<file path="src/rtl/cpu_pkg.sv">
// Shared CPU front-end constants and the instruction-buffer entry record.
package cpu_pkg;
  localparam int ADDR_WIDTH_DEF = 64;
  localparam int INST_WIDTH_DEF = 32;
  localparam int PC_INCR        = 4;

  typedef struct packed {
    logic [ADDR_WIDTH_DEF-1:0] pc;
    logic [INST_WIDTH_DEF-1:0] inst;
  } ibuf_entry_t;
endpackage

</file>
<file path="src/rtl/inst_buffer_if.sv">
// Fetch/decode side bundle of the instruction buffer; master is the fetch/decode pair, slave is the buffer.
interface inst_buffer_if #(
  parameter int ADDR_WIDTH = cpu_pkg::ADDR_WIDTH_DEF,
  parameter int INST_WIDTH = cpu_pkg::INST_WIDTH_DEF,
  parameter int DEPTH      = 4
);
  localparam int CW = $clog2(DEPTH) + 1;

  logic                  flush;
  logic                  wr_valid;
  logic [ADDR_WIDTH-1:0] wr_pc;
  logic [INST_WIDTH-1:0] wr_inst;
  logic                  wr_ready;
  logic                  rd_valid;
  logic                  rd_ready;
  logic [ADDR_WIDTH-1:0] rd_pc;
  logic [ADDR_WIDTH-1:0] rd_pc4;
  logic [INST_WIDTH-1:0] rd_inst;
  logic [CW-1:0]         count;
  logic                  empty;
  logic                  full;

  modport master (
    output flush, wr_valid, wr_pc, wr_inst, rd_ready,
    input  wr_ready, rd_valid, rd_pc, rd_pc4, rd_inst, count, empty, full
  );
  modport slave (
    input  flush, wr_valid, wr_pc, wr_inst, rd_ready,
    output wr_ready, rd_valid, rd_pc, rd_pc4, rd_inst, count, empty, full
  );
endinterface

</file>
<file path="src/rtl/inst_buffer.sv">
// Fetch-to-decode instruction FIFO with redirect flush.
// INST_BUFFER_BYPASS_EN adds a same-cycle wr->rd path when the buffer is empty.
module inst_buffer
  import cpu_pkg::*;
#(
  parameter int ADDR_WIDTH = ADDR_WIDTH_DEF,
  parameter int INST_WIDTH = INST_WIDTH_DEF,
  parameter int DEPTH      = 4
) (
  input  logic           clk,
  input  logic           reset,
  inst_buffer_if.slave   bus
);
  localparam int IW = $clog2(DEPTH);
  localparam int PW = IW + 1;

  logic [PW-1:0]         wr_ptr_q, wr_ptr_d, rd_ptr_q, rd_ptr_d;
  logic [ADDR_WIDTH-1:0] pc_mem_q   [DEPTH];
  logic [ADDR_WIDTH-1:0] pc_mem_d   [DEPTH];
  logic [INST_WIDTH-1:0] inst_mem_q [DEPTH];
  logic [INST_WIDTH-1:0] inst_mem_d [DEPTH];

  logic [PW-1:0]         count;
  logic                  empty, full, byp, rd_valid, do_push, do_pop;
  logic [IW-1:0]         wr_idx, rd_idx;
  logic [ADDR_WIDTH-1:0] rd_pc;

  // Extra pointer MSB makes the difference a true occupancy count.
  assign count  = wr_ptr_q - rd_ptr_q;
  assign empty  = (count == '0);
  assign full   = (count == PW'(DEPTH));
  assign wr_idx = wr_ptr_q[IW-1:0];
  assign rd_idx = rd_ptr_q[IW-1:0];

`ifdef INST_BUFFER_BYPASS_EN
  assign byp      = empty && bus.wr_valid && !bus.flush;
  assign rd_valid = (!empty || byp) && !bus.flush;
`else
  assign byp      = 1'b0;
  assign rd_valid = !empty;
`endif

  // A bypassed word that decode takes right away never occupies a slot.
  assign do_pop  = !empty && bus.rd_ready;
  assign do_push = bus.wr_valid && !full && !(byp && bus.rd_ready);

  always_comb begin
    wr_ptr_d   = wr_ptr_q;
    rd_ptr_d   = rd_ptr_q;
    pc_mem_d   = pc_mem_q;
    inst_mem_d = inst_mem_q;
    if (bus.flush) begin
      wr_ptr_d = '0;
      rd_ptr_d = '0;
    end else begin
      if (do_push) begin
        pc_mem_d[wr_idx]   = bus.wr_pc;
        inst_mem_d[wr_idx] = bus.wr_inst;
        wr_ptr_d           = wr_ptr_q + 1'b1;
      end
      if (do_pop) rd_ptr_d = rd_ptr_q + 1'b1;
    end
  end

  always_ff @(posedge clk or negedge reset) begin
    if (!reset) begin
      wr_ptr_q <= '0;
      rd_ptr_q <= '0;
      for (int i = 0; i < DEPTH; i++) begin
        pc_mem_q[i]   <= '0;
        inst_mem_q[i] <= '0;
      end
    end else begin
      wr_ptr_q   <= wr_ptr_d;
      rd_ptr_q   <= rd_ptr_d;
      pc_mem_q   <= pc_mem_d;
      inst_mem_q <= inst_mem_d;
    end
  end

  assign rd_pc        = byp ? bus.wr_pc : pc_mem_q[rd_idx];
  assign bus.rd_pc    = rd_pc;
  assign bus.rd_pc4   = rd_pc + ADDR_WIDTH'(PC_INCR);
  assign bus.rd_inst  = byp ? bus.wr_inst : inst_mem_q[rd_idx];
  assign bus.rd_valid = rd_valid;
  assign bus.wr_ready = !full;
  assign bus.count    = count;
  assign bus.empty    = empty;
  assign bus.full     = full;
endmodule

</file>
<file path="src/flat_wrapper.sv">
// flat-port wrapper written by rule: the top's interface ports become plain ports
module inst_buffer_flat import cpu_pkg::*;
#(
  parameter int ADDR_WIDTH = ADDR_WIDTH_DEF,
  parameter int INST_WIDTH = INST_WIDTH_DEF,
  parameter int DEPTH      = 4
)
  (clk, reset, bus_flush, bus_wr_valid, bus_wr_pc, bus_wr_inst, bus_rd_ready, bus_wr_ready, bus_rd_valid, bus_rd_pc, bus_rd_pc4, bus_rd_inst, bus_count, bus_empty, bus_full);
  inst_buffer_if #(.ADDR_WIDTH(ADDR_WIDTH), .INST_WIDTH(INST_WIDTH), .DEPTH(DEPTH)) bus_i ();
  input  logic clk;
  input  logic reset;
  input wire logic [$bits(bus_i.flush)-1:0] bus_flush;
  input wire logic [$bits(bus_i.wr_valid)-1:0] bus_wr_valid;
  input wire logic [$bits(bus_i.wr_pc)-1:0] bus_wr_pc;
  input wire logic [$bits(bus_i.wr_inst)-1:0] bus_wr_inst;
  input wire logic [$bits(bus_i.rd_ready)-1:0] bus_rd_ready;
  output wire logic [$bits(bus_i.wr_ready)-1:0] bus_wr_ready;
  output wire logic [$bits(bus_i.rd_valid)-1:0] bus_rd_valid;
  output wire logic [$bits(bus_i.rd_pc)-1:0] bus_rd_pc;
  output wire logic [$bits(bus_i.rd_pc4)-1:0] bus_rd_pc4;
  output wire logic [$bits(bus_i.rd_inst)-1:0] bus_rd_inst;
  output wire logic [$bits(bus_i.count)-1:0] bus_count;
  output wire logic [$bits(bus_i.empty)-1:0] bus_empty;
  output wire logic [$bits(bus_i.full)-1:0] bus_full;
  assign bus_i.flush = bus_flush;
  assign bus_i.wr_valid = bus_wr_valid;
  assign bus_i.wr_pc = bus_wr_pc;
  assign bus_i.wr_inst = bus_wr_inst;
  assign bus_i.rd_ready = bus_rd_ready;
  assign bus_wr_ready = bus_i.wr_ready;
  assign bus_rd_valid = bus_i.rd_valid;
  assign bus_rd_pc = bus_i.rd_pc;
  assign bus_rd_pc4 = bus_i.rd_pc4;
  assign bus_rd_inst = bus_i.rd_inst;
  assign bus_count = bus_i.count;
  assign bus_empty = bus_i.empty;
  assign bus_full = bus_i.full;
  inst_buffer #(.ADDR_WIDTH(ADDR_WIDTH), .INST_WIDTH(INST_WIDTH), .DEPTH(DEPTH)) u_core (.clk(clk), .reset(reset), .bus(bus_i));
endmodule
</file>
<file path="config.mk">
export PLATFORM = sky130hd
export DESIGN_NAME = inst_buffer_flat
export DESIGN_NICKNAME = d
export VERILOG_FILES = /design/src/rtl/cpu_pkg.sv /design/src/rtl/inst_buffer_if.sv /design/src/rtl/inst_buffer.sv /design/src/flat_wrapper.sv
export SDC_FILE = /design/constraint.sdc
export NUM_CORES = 1
export LEC_CHECK = 0
export ABC_AREA = 1
export CELL_PAD_IN_SITES_DETAIL_PLACEMENT = 1
export CELL_PAD_IN_SITES_GLOBAL_PLACEMENT = 2
export CORE_MARGIN = 8
export CORE_UTILIZATION = 34
export DETAILED_ROUTE_END_ITERATION = 8
export PLACE_DENSITY = 0.81
export SYNTH_ARGS = -nofsm -noshare
export SYNTH_HDL_FRONTEND = slang
export SYNTH_SLANG_ARGS = --single-unit
</file>
<file path="constraint.sdc">
create_clock -name clk -period 7.8 [get_ports clk]
set_clock_uncertainty 0.05 [all_clocks]
set_input_delay 1.17 -clock clk [delete_from_list [all_inputs] [get_ports clk]]
set_output_delay 1.17 -clock clk [all_outputs]
set_load 0.05 [all_outputs]
</file>
==> results of run 1 <==
-- final cells by class --
| cell class | instances | area, um2 | share of cell area [%] |
|---|---|---|---|
| Sequential cell | 390 | 9770 | 39.6 |
| Multi-Input combinational cell | 2032 | 8850 | 35.9 |
| Timing Repair Buffer | 281 | 2820 | 11.4 |
| Clock buffer | 62 | 1340 | 5.45 |
| Tap cell | 773 | 967 | 3.92 |
| Inverter | 170 | 646 | 2.62 |
| Clock inverter | 23 | 246 | 1.00 |
| Antenna cell | 2 | 5.00 | 0.0203 |
-- per-layer routing --
metal / global-route usage [%] / part of all wire (%) / vias up
li1: - / - / 9067
met1: 29.0 / 45 / 9269
met2: 36.2 / 47 / 395
met3: 3.77 / 4.6 / 123
met4: 7.47 / 3.4 / 0
met5: 0 / 0 / -
-- critical path, stage by stage (launching register included) --
cell and delay [ns]:
sky130_fd_sc_hd__dfrtp_4 0.51, sky130_fd_sc_hd__inv_6 0.67, sky130_fd_sc_hd__buf_4 0.44, sky130_fd_sc_hd__nand2_1 0.09, sky130_fd_sc_hd__nand3_1 0.08, sky130_fd_sc_hd__nand2_1 0.12, sky130_fd_sc_hd__nor2_1 0.20, sky130_fd_sc_hd__nand2_1 0.16
sky130_fd_sc_hd__nor2_1 0.20, sky130_fd_sc_hd__nand2_1 0.08, sky130_fd_sc_hd__nor2_1 0.46, sky130_fd_sc_hd__nand3_1 0.13, sky130_fd_sc_hd__nand2_1 0.16, sky130_fd_sc_hd__clkdlybuf4s50_1 0.83
-- metrics by stage --
stage / instance area, um2 / hold WS (ns) / worst slack, ns / instances / util, %
after CTS: 24600 / 0.432 / 1.65 / 3731 / 41.8
after floorplan: 20200 / 0.398 / 3.21 / 2746 / -
final: 24600 / 0.434 / 1.72 / 3733 / 41.8
after global routing: 24600 / 0.449 / 1.48 / 3731 / 41.8
after detailed placement: 23000 / 0.418 / 2.29 / 3646 / 39.1
after global placement: 23000 / 0.410 / 2.39 / 3646 / 39.1
-- state kept, by name, indices dropped and copies added, names as in the netlist --
name and count:
u_core.inst_mem_q 128, u_core.rd_ptr_q 3, u_core.pc_mem_q 256, u_core.wr_ptr_q 3
-- cell usage after synthesis, types with 28 or more instances --
cell	number
sky130_fd_sc_hd__nand2_1	1068
sky130_fd_sc_hd__dfrtp_1	390
sky130_fd_sc_hd__o21ai_0	283
sky130_fd_sc_hd__nor2_1	256
sky130_fd_sc_hd__o21ai_1	170
sky130_fd_sc_hd__inv_1	168
sky130_fd_sc_hd__nand3_1	154
sky130_fd_sc_hd__buf_2	57
sky130_fd_sc_hd__buf_6	38
sky130_fd_sc_hd__xor2_1	35
sky130_fd_sc_hd__o22ai_1	34
sky130_fd_sc_hd__clkbuf_1	29
sky130_fd_sc_hd__buf_4	28
-- path summary, 6_finish.rpt --
check	start	to	slack, ns	cells after the start
max	u_core.rd_ptr_q[0]$_DFFE_PN0P_	bus_rd_pc4[60]	1.72	13
min	u_core.pc_mem_q[114]$_DFFE_PN0P_	u_core.pc_mem_q[114]$_DFFE_PN0P_	0.43	2
max reg2reg	u_core.rd_ptr_q[0]$_DFFE_PN0P_	u_core.pc_mem_q[98]$_DFFE_PN0P_	3.37	12
min reg2reg	u_core.pc_mem_q[114]$_DFFE_PN0P_	u_core.pc_mem_q[114]$_DFFE_PN0P_	0.43	2
max in group asynchronous	reset	u_core.inst_mem_q[7]$_DFFE_PN0P_	5.71	2
min in group asynchronous	reset	u_core.pc_mem_q[19]$_DFFE_PN0P_	0.51	1
-- kinds of logic (layout without fill, tap and decap cells) --
group                    count (synthesis)  after routing
AO/OA/AOI/OAI                          491            491
XOR/XNOR                                35             35
adder cells (fa/ha/maj)                  9              9
buffers and inverters                  324            536
flip-flops                             390            390
other                                    0              2
AND/OR/NAND/NOR                       1497           1497
==> impl_summary.txt, run 1 <==
----------------------------------------------------
[GRT]
  Total gr overflow ... 0
  Overall Global Routing Usage ... 22.0%
  First-pass GRT wire length ... 118 mm
  Number of antenna violations at the first check in global routing ... 3
  Vias in the first global route ... 20.0k
  Largest net degree at the start of global routing ... 195

[STA]
  Hold violation count in the final report ... 0
  Post-route setup TNS ... 0 ns
  Transition time at the pin with the least slew margin ... 1.07 ns
  Highest Clock Rate ... 165 MHz
  Slew Viols, Final ... 0
  Slew margin rel. ... 28.8%
  Unrepaired setup endpoints after global routing ... false
  Min Tclk post-route ... 6.08 ns
  Setup violations, final ... 0
  Final period util ... 77.9%

[Die]
  Area of the die ... 67600 um2
  Die height ... 260 um
  IO Count ... 268
  Initial Util ... 34.3%
  Area of the core ... 58900 um2
  Number of cell rows ... 89
  Horiz. Die Dim ... 260 um

[Detailed routing]
  Number of remaining DRC errors ... 0
  Count of routing violations after the opening detailed-route iteration ... 1205
  Number of nets with antenna violations after routing ... 0
  Average vias per placed instance ... 5.05
  Number of iterations in the first detailed-routing pass ... 5
  Via count of the routed design ... 18.9k
  WL/cell ... 20.1 um
  Sum of routed wire length over all layers ... 74.9 mm

[Worst setup path]
  Crit path launch type ... flip-flop
  WS Path Type ... flip-flop to output pin
  Required @ worst endpoint ... 6.58 ns
  Arrival time at the worst endpoint ... 4.86 ns
  Kind of end point of the critical path ... output pin
  Crit Path Max Fanout ... 118

[Flow run]
  Reported max-cap violation count ... 0

[Yosys]
  Synthesized flop and latch total ... 390
  Warning count from the yosys run ... 0
  Asr flop ratio synth ... 100%
  Synthesized net count ... 2856
  Share of the synthesized area in compound gates (AO/OA/AOI/OAI) ... 12.4%
  Post-synthesis cell area ... 20200 um2
  Combinational family with the most area after synthesis ... simple AND/OR/NAND/NOR gates
  Register area share after synthesis ... 48.2%
  Fraction of the mapped netlist area in simple logic gates ... 29.0%
  Proportion of netlist area held by the largest area contributor ... 48.2%
  Number of enable-type register cells in the synthesized netlist ... 0
  Most frequently used flop master after synthesis ... sky130_fd_sc_hd__dfrtp_1
  Mux cell area share after synthesis ... 0%
  Fraction of synthesized cell area in xor and xnor cells ... 1.52%
  Post-synthesis cell type with the largest combined area ... sky130_fd_sc_hd__dfrtp_1
  Adder and majority cell fraction of the synthesized area ... 0.594%
  Largest cells by area after synthesis ... sky130_fd_sc_hd__dfrtp_1 48%, sky130_fd_sc_hd__nand2_1 20%, sky130_fd_sc_hd__o21ai_0 7.0%
  Number of distinct library cell variants in the gate-level netlist after synthesis ... 23
  Gate count after technology mapping ... 2746
  Per-instance average area after synthesis ... 7.37 um2

[Outcome]
  Outcome ... finished, final reports clean

[Finish]
  Filler cell count in the final layout ... 7179
  Share of cells above drive strength 1 ... 3.75%
  Area Overhead vs Synth ... 21.8%
  Fin nets ... 3032
  Most common cell after layout, fill and taps aside ... sky130_fd_sc_hd__nand2_1
  Leading cell types in the layout, fill and taps excluded ... 1068 x sky130_fd_sc_hd__nand2_1, 388 x sky130_fd_sc_hd__dfrtp_1, 283 x sky130_fd_sc_hd__o21ai_0, 266 x sky130_fd_sc_hd__clkdlybuf4s50_1, 256 x sky130_fd_sc_hd__nor2_1

[Clock network]
  Post-CTS Hold Buffers ... 0
  Number of buffers created by CTS ... 47
  Insertion delay of the later-clocked pin in the worst-skew pair ... 0.58 ns
  Number of buffers on the longest clock path ... 3
  Cell at the root of the clock tree ... sky130_fd_sc_hd__clkbuf_16
  H-tree depth ... 2
  CTS-repair resized insts ... 0
  Sink count of the clock tree ... 390
  Clock edge transition at the registers on the reported setup and hold paths ... 0.06 ns
  TritonCTS clock tree ... yes
  Number of setup buffers added after CTS ... 0

[Hold path]
  Worst hold path class ... flip-flop to flip-flop

[Placement]
  Post-DP HPWL ... 52.0 mm
  Count of input and output buffers ... 267
  Gpl congestion ... 0.895

----------------------------------------------------
Power of run 1 is left out: the tool's default activity adds up to more than one toggle a clock period on the data nets, which glitch-free logic cannot reach.
==> inputs of run 2 (changes only) <==
--- a/config.mk
+++ b/config.mk
@@ -9,9 +9,9 @@
 export CELL_PAD_IN_SITES_DETAIL_PLACEMENT = 1
 export CELL_PAD_IN_SITES_GLOBAL_PLACEMENT = 2
 export CORE_MARGIN = 8
-export CORE_UTILIZATION = 34
+export CORE_UTILIZATION = 29
 export DETAILED_ROUTE_END_ITERATION = 8
-export PLACE_DENSITY = 0.81
+export PLACE_DENSITY = 0.73
 export SYNTH_ARGS = -nofsm -noshare
 export SYNTH_HDL_FRONTEND = slang
 export SYNTH_SLANG_ARGS = --single-unit
==> constraint.sdc (replaced) <==
create_clock -name clk -period 5.3 [get_ports clk]
set_clock_uncertainty 0.05 [all_clocks]
set_input_delay 0.795 -clock clk [delete_from_list [all_inputs] [get_ports clk]]
set_output_delay 0.795 -clock clk [all_outputs]
set_load 0.05 [all_outputs]
==> run 2 against run 1 <==
Global-route usage fell by 2.6 points. Hold slack got worse by 0.28 ns. Via count fell by 0.55%. Critical path type unchanged. Critical endpoint is now bus_rd_pc4[63]. Largest cell class unchanged.
==> impl_summary.txt, run 2 (synthesized netlist as in run 1, its figures left out) <==
----------------------------------------------------
[GRT]
  Most crowded layer after global routing ... met2
  First-pass GRT wire length ... 120 mm
  Vias in the first global route ... 19.7k
  Largest net degree at the start of global routing ... 193
  GRT met1 Usage ... 25.1%
  GR met3 Demand/Resource ... 3.69%
  Total gr overflow ... 0
  Overall Global Routing Usage ... 19.4%
  Number of antenna violations at the first check in global routing ... 7
  Global-route track usage on met2 ... 32.7%

[Clock network]
  Number of buffers created by CTS ... 47
  Cell at the root of the clock tree ... sky130_fd_sc_hd__clkbuf_16
  Insertion delay of the later-clocked pin in the worst-skew pair ... 0.59 ns
  Sink count of the clock tree ... 390
  Clock edge transition at the registers on the reported setup and hold paths ... 0.06 ns
  Number of setup buffers added after CTS ... 0
  TritonCTS clock tree ... yes
  Number of buffers on the longest clock path ... 3
  CTS-repair resized insts ... 0
  Post-CTS Hold Buffers ... 0
  H-tree depth ... 2

[Placement]
  Pre-CTS setup slack ... 1.01 ns
  Gpl congestion ... 0.898
  Placed cell area ... 23800 um2
  Count of input and output buffers ... 267
  Post-DP HPWL ... 53.7 mm

[Finish]
  Most common cell after layout, fill and taps aside ... sky130_fd_sc_hd__nand2_1
  Final std cell area, no fill ... 25300 um2
  Largest registers ... u_core.pc_mem_q (256), u_core.inst_mem_q (128)
  Area Overhead vs Synth ... 25.0%
  Fin nets ... 3040
  Share of cells above drive strength 1 ... 5.64%
  Flip-flop count of the largest register after layout ... 256
  Register ranked first by flip-flop count ... u_core.pc_mem_q
  Leading cell types in the layout, fill and taps excluded ... 1068 x sky130_fd_sc_hd__nand2_1, 388 x sky130_fd_sc_hd__dfrtp_1, 283 x sky130_fd_sc_hd__o21ai_0, 256 x sky130_fd_sc_hd__nor2_1, 207 x sky130_fd_sc_hd__clkdlybuf4s50_1

[Detailed routing]
  Count of routing violations after the opening detailed-route iteration ... 1134
  Via count of the routed design ... 18.8k
  WL/cell ... 19.6 um
  Average vias per placed instance ... 4.80
  Number of iterations in the first detailed-routing pass ... 5
  Number of remaining DRC errors ... 0
  Sum of routed wire length over all layers ... 76.8 mm
  Number of nets with antenna violations after routing ... 0

[Die]
  Initial Util ... 29.1%
  IO Count ... 268
  Die height ... 280 um
  Area of the core ... 69500 um2
  Number of cell rows ... 97
  Area of the die ... 78500 um2
  Horiz. Die Dim ... 280 um

[Worst setup path]
  Crit Path Max Fanout ... 41
  Kind of end point of the critical path ... output pin
  WS Path Type ... flip-flop to output pin
  Arrival time at the worst endpoint ... 4.09 ns
  Required @ worst endpoint ... 4.45 ns
  Cell chain of the critical path ... buf_4 -> nand2_1 -> nand3_1 -> nand2_1 -> nor2_1 -> nand2_1 -> nor2_1 -> nand2_1 -> nor2_1 -> nand3_1 -> nand2_1 -> buf_12
  Setup slack of the worst register-to-register path ... 1.63 ns
  Crit path launch type ... flip-flop
  Library cell appearing most often on the critical path ... sky130_fd_sc_hd__nand2_1
  CP max-delay cell ... sky130_fd_sc_hd__dfrtp_4
  Number of buffers and inverters on the critical path ... 2
  Dominant delay contributor by cell family on the critical path ... simple AND/OR/NAND/NOR gates
  Largest incremental delay on the critical path ... 0.64 ns

[STA]
  Min Tclk post-route ... 4.94 ns
  Unrepaired setup endpoints after global routing ... false
  Post-route setup TNS ... 0 ns
  Transition time at the pin with the least slew margin ... 1.08 ns
  Slew Viols, Final ... 0
  Slew margin rel. ... 28.1%
  Highest Clock Rate ... 203 MHz
  Hold violation count in the final report ... 0
  Post-route worst setup slack ... 0.363 ns
  Final period util ... 93.1%
  Setup violations, final ... 0

[Outcome]
  Outcome ... finished, final reports clean

[Flow run]
  Reported max-cap violation count ... 0

[Hold path]
  Worst hold path class ... input port to asynchronous set/reset pin

----------------------------------------------------
run 2: changes by cell type in the layout (fill, tap and decap cells not counted), sizes merged:
cell	delta
clkinv	-6
inv	-1
clkdlybuf4s50	-59
bufinv	-2
diode	+3
clkbuf	+7
buf	+67
clkinvlp	-1
run 2: area by class of cell:
class / instances / area, um2
Antenna cell: 5 / 12.5
Clock buffer: 69 / 1360
Clock inverter: 13 / 144
Fill cell: 8424 / 44300
Inverter: 170 / 646
Multi-Input combinational cell: 2032 / 8850
Sequential cell: 390 / 9770
Tap cell: 940 / 1180
Timing Repair Buffer: 289 / 3330
run 2: per-stage QoR:
| step | hold WS [ns] | utilization (%) | instances |
|---|---|---|---|
| floorplan | 0.398 | - | 2746 |
| global placement | 0.412 | 34.2 | 3821 |
| detailed placement | 0.419 | 34.2 | 3821 |
| CTS | 0.185 | 36.3 | 3903 |
| global route | 0.199 | 36.3 | 3903 |
| finish | 0.150 | 36.4 | 3908 |
run 2: metal layers:
metal,part of all wire [%],up-vias,wire length [um]
li1,-,9095,-
met1,45,9195,34600
met2,48,350,36700
met3,4.4,106,3410
met4,2.7,4,2040
met5,0.030,-,23
run 2: worst reg2reg max path: cells and delay by family, from the launching register on:
family | cells | cell delay (ns)
simple gates | 5 | 1.23
fa+ha+maj | 2 | 0.66
flops | 1 | 0.62
buf+inv | 1 | 0.47
xor+xnor | 2 | 0.41
compound gates | 1 | 0.10
run 2: worst paths after layout:
check                                                        from                           endpoint  cells past startpoint
worst max-delay path               u_core.rd_ptr_q[0]$_DFFE_PN0P_                     bus_rd_pc4[63]                     12
worst min-delay path                                        reset     u_core.wr_ptr_q[1]$_DFFE_PN0P_                      1
worst max register to register     u_core.rd_ptr_q[0]$_DFFE_PN0P_  u_core.inst_mem_q[70]$_DFFE_PN0P_                     11
worst min register to register  u_core.inst_mem_q[83]$_DFFE_PN0P_  u_core.inst_mem_q[83]$_DFFE_PN0P_                      2
max in group asynchronous                                   reset    u_core.pc_mem_q[30]$_DFFE_PN0P_                      2
min in group clk                u_core.inst_mem_q[83]$_DFFE_PN0P_  u_core.inst_mem_q[83]$_DFFE_PN0P_                      2
Power of run 2 is left out for the same reason.
==> inputs of run 3 (changes only) <==
--- a/config.mk
+++ b/config.mk
@@ -12,6 +12,7 @@
 export CORE_UTILIZATION = 29
 export DETAILED_ROUTE_END_ITERATION = 8
 export PLACE_DENSITY = 0.73
+export RECOVER_POWER = 100
 export SYNTH_ARGS = -nofsm -noshare
 export SYNTH_HDL_FRONTEND = slang
 export SYNTH_SLANG_ARGS = --single-unit
==> run 3 against run 2 <==
The flow now finishes with violations (capacitance limit, slew limit). Flip-flop and latch count stayed put. Setup slack worse by 0.083 ns. Register-to-register slack worse by 1.1 ns. Non-clock buffer count stayed put. Cell count stayed put. Routed wire length is 0.28% higher. Final area is 2.6% lower. Hold slack better by 0.28 ns. Via count is 0.12% lower. Utilization is 0.95 points lower.
==> impl_summary.txt, run 3 (synthesized netlist as in run 1, its figures left out) <==
----------------------------------------------------
[Outcome]
  Outcome ... finished, violations left
  Violations in the final reports ... capacitance limit, slew limit

[STA]
  Final period util ... 94.7%
  Post-route setup TNS ... 0 ns
  Highest Clock Rate ... 199 MHz
  Post-route worst setup slack ... 0.281 ns
  Min Tclk post-route ... 5.02 ns
  Transition time at the pin with the least slew margin ... 2.74 ns
  Setup violations, final ... 0
  Hold violation count in the final report ... 0
  Slew margin rel. ... -82.9%
  Slew Viols, Final ... 497
  Unrepaired setup endpoints after global routing ... false

[GRT]
  Total gr overflow ... 0
  First-pass GRT wire length ... 120 mm
  Overall Global Routing Usage ... 19.4%
  Vias in the first global route ... 19.7k
  Largest net degree at the start of global routing ... 193
  Number of antenna violations at the first check in global routing ... 7

[Finish]
  Leading cell types in the layout, fill and taps excluded ... 1068 x sky130_fd_sc_hd__nand2_1, 437 x sky130_fd_sc_hd__o21ai_0, 388 x sky130_fd_sc_hd__dfrtp_1, 260 x sky130_fd_sc_hd__nor2_1, 168 x sky130_fd_sc_hd__inv_1
  Filler cell count in the final layout ... 8502
  Area of combinational cells with multiple inputs ... 8830 um2
  Most common cell after layout, fill and taps aside ... sky130_fd_sc_hd__nand2_1
  Share of cells above drive strength 1 ... 4.79%
  Largest registers ... u_core.pc_mem_q (256), u_core.inst_mem_q (128)
  Fin nets ... 3040
  Register ranked first by flip-flop count ... u_core.pc_mem_q
  Footprint of the flip-flops and latches ... 9770 um2
  Final standard cell utilization of the core ... 35.4%
  Flip-flop count of the largest register after layout ... 256
  Area Overhead vs Synth ... 21.7%
  Final std cell area, no fill ... 24600 um2

[Worst setup path]
  WS Path Type ... flip-flop to output pin
  Cell chain of the critical path ... buf_4 -> nand2_1 -> nand3_1 -> nand2_1 -> nor2_1 -> nand2_1 -> nor2_1 -> nand2_1 -> nor2_1 -> nand3_1 -> nand2_1 -> buf_2
  Crit Path Max Fanout ... 41
  Number of buffers and inverters on the critical path ... 2
  Dominant delay contributor by cell family on the critical path ... simple AND/OR/NAND/NOR gates
  Required @ worst endpoint ... 4.45 ns
  CP max-delay cell ... sky130_fd_sc_hd__dfrtp_4
  Crit path launch type ... flip-flop
  End of the worst register-to-register path ... u_core.inst_mem_q[64]$_DFFE_PN0P_
  Logic depth of the worst register-to-register path ... 11
  Largest incremental delay on the critical path ... 0.63 ns
  Startpoint of the worst register-to-register path ... u_core.rd_ptr_q[0]$_DFFE_PN0P_
  Setup slack of the worst register-to-register path ... 0.57 ns
  Kind of end point of the critical path ... output pin
  Library cell appearing most often on the critical path ... sky130_fd_sc_hd__nand2_1
  Arrival time at the worst endpoint ... 4.17 ns

[Placement]
  Pre-CTS setup slack ... 1.01 ns
  Gpl congestion ... 0.898
  Placed cell area ... 23800 um2
  Post-DP HPWL ... 53.7 mm
  Count of input and output buffers ... 267

[Die]
  Initial Util ... 29.1%
  IO Count ... 268
  Area of the core ... 69500 um2
  Area of the die ... 78500 um2
  Die height ... 280 um
  Horiz. Die Dim ... 280 um
  Number of cell rows ... 97

[Detailed routing]
  Count of routing violations after the opening detailed-route iteration ... 1175
  Top Layer Used ... met5
  M1 WL ... 34.4 mm
  Number of remaining DRC errors ... 0
  Via count of the routed design ... 18.7k
  WL/cell ... 19.7 um
  Sum of routed wire length over all layers ... 77.0 mm
  Number of nets with antenna violations after routing ... 0
  Met2 WL ... 36.8 mm
  Number of iterations in the first detailed-routing pass ... 5
  Average vias per placed instance ... 4.79
  DR WL met3 ... 3.74 mm

[Clock network]
  Post-CTS Hold Buffers ... 0
  CTS-repair resized insts ... 0
  Cell at the root of the clock tree ... sky130_fd_sc_hd__clkbuf_16
  Number of buffers on the longest clock path ... 3
  TritonCTS clock tree ... yes
  Clock edge transition at the registers on the reported setup and hold paths ... 0.06 ns
  Sink count of the clock tree ... 390
  Insertion delay of the later-clocked pin in the worst-skew pair ... 0.59 ns
  Number of buffers created by CTS ... 47
  H-tree depth ... 2
  Number of setup buffers added after CTS ... 0

[Hold path]
  Worst hold path class ... flip-flop to flip-flop
  Worst Hold Depth ... 2
  Hold_sp ... u_core.inst_mem_q[83]$_DFFE_PN0P_
  Hold-critical path endpoint ... u_core.inst_mem_q[83]$_DFFE_PN0P_

[Flow run]
  Reported max-cap violation count ... 3

----------------------------------------------------
[run 3: cell count changes in the layout (fill, tap and decap cells not counted), moves of 4 or more]
| cell | delta |
|---|---|
| sky130_fd_sc_hd__dlygate4sd3_1 | +103 |
| sky130_fd_sc_hd__nor2_1 | +4 |
| sky130_fd_sc_hd__o21ai_1 | -154 |
| sky130_fd_sc_hd__buf_12 | -40 |
| sky130_fd_sc_hd__buf_2 | +4 |
| sky130_fd_sc_hd__clkbuf_1 | +18 |
| sky130_fd_sc_hd__buf_4 | -18 |
| sky130_fd_sc_hd__clkbuf_2 | +31 |
| sky130_fd_sc_hd__clkdlybuf4s50_1 | -103 |
| sky130_fd_sc_hd__o21ai_0 | +154 |
[run 3: worst reg2reg max path, stage by stage (launching register included)]
cell and delay, ns:
sky130_fd_sc_hd__dfrtp_4 0.62, sky130_fd_sc_hd__ha_1 0.28, sky130_fd_sc_hd__fa_1 0.38, sky130_fd_sc_hd__xor2_1 0.25, sky130_fd_sc_hd__xor2_1 0.16, sky130_fd_sc_hd__nand3_1 0.15
sky130_fd_sc_hd__nand2_2 0.07, sky130_fd_sc_hd__nor2_1 1.05, sky130_fd_sc_hd__nand2_8 0.65, sky130_fd_sc_hd__buf_2 0.63, sky130_fd_sc_hd__nand2_1 0.19, sky130_fd_sc_hd__o21ai_0 0.11
[run 3: routing by layer]
metal | vias up | track usage [%]
li1 | 9087 | -
met1 | 9183 | 25.1
met2 | 349 | 32.7
met3 | 104 | 3.69
met4 | 4 | 5.25
met5 | - | 0
[run 3: final cells by class]
| cell class | instances | share of cell area (%) |
|---|---|---|
| clock buffer | 69 | 5.52 |
| antenna | 5 | 0.0508 |
| sequential | 390 | 39.7 |
| clock inverter | 13 | 0.584 |
| timing repair buffer | 289 | 10.9 |
| inverter | 170 | 2.62 |
| tap | 940 | 4.78 |
| multi-input combinational | 2032 | 35.9 |
[run 3: how the worst max path moves through the flow]
stage	start	cells past startpoint	endpoint	slack [ns]
2_1_floorplan	u_core.wr_ptr_q[0]$_DFFE_PN0P_	7	bus_full	1.08
5_1_grt	u_core.rd_ptr_q[0]$_DFFE_PN0P_	12	bus_rd_pc4[27]	0.06
3_5_place_dp	u_core.rd_ptr_q[0]$_DFFE_PN0P_	14	bus_rd_pc4[63]	1.01
6_report	u_core.rd_ptr_q[0]$_DFFE_PN0P_	12	bus_rd_pc4[63]	0.28
3_3_place_gp	u_core.rd_ptr_q[0]$_DFFE_PN0P_	13	bus_rd_pc4[63]	1.05
4_1_cts	u_core.rd_ptr_q[0]$_DFFE_PN0P_	14	bus_rd_pc4[63]	0.36
[run 3: through the flow]
step | hold WS (ns) | instances
finish | 0.426 | 3908
global route | 0.451 | 3903
CTS | 0.185 | 3903
detailed placement | 0.419 | 3821
global placement | 0.412 | 3821
floorplan | 0.398 | 2746
Power of run 3 is left out for the same reason.
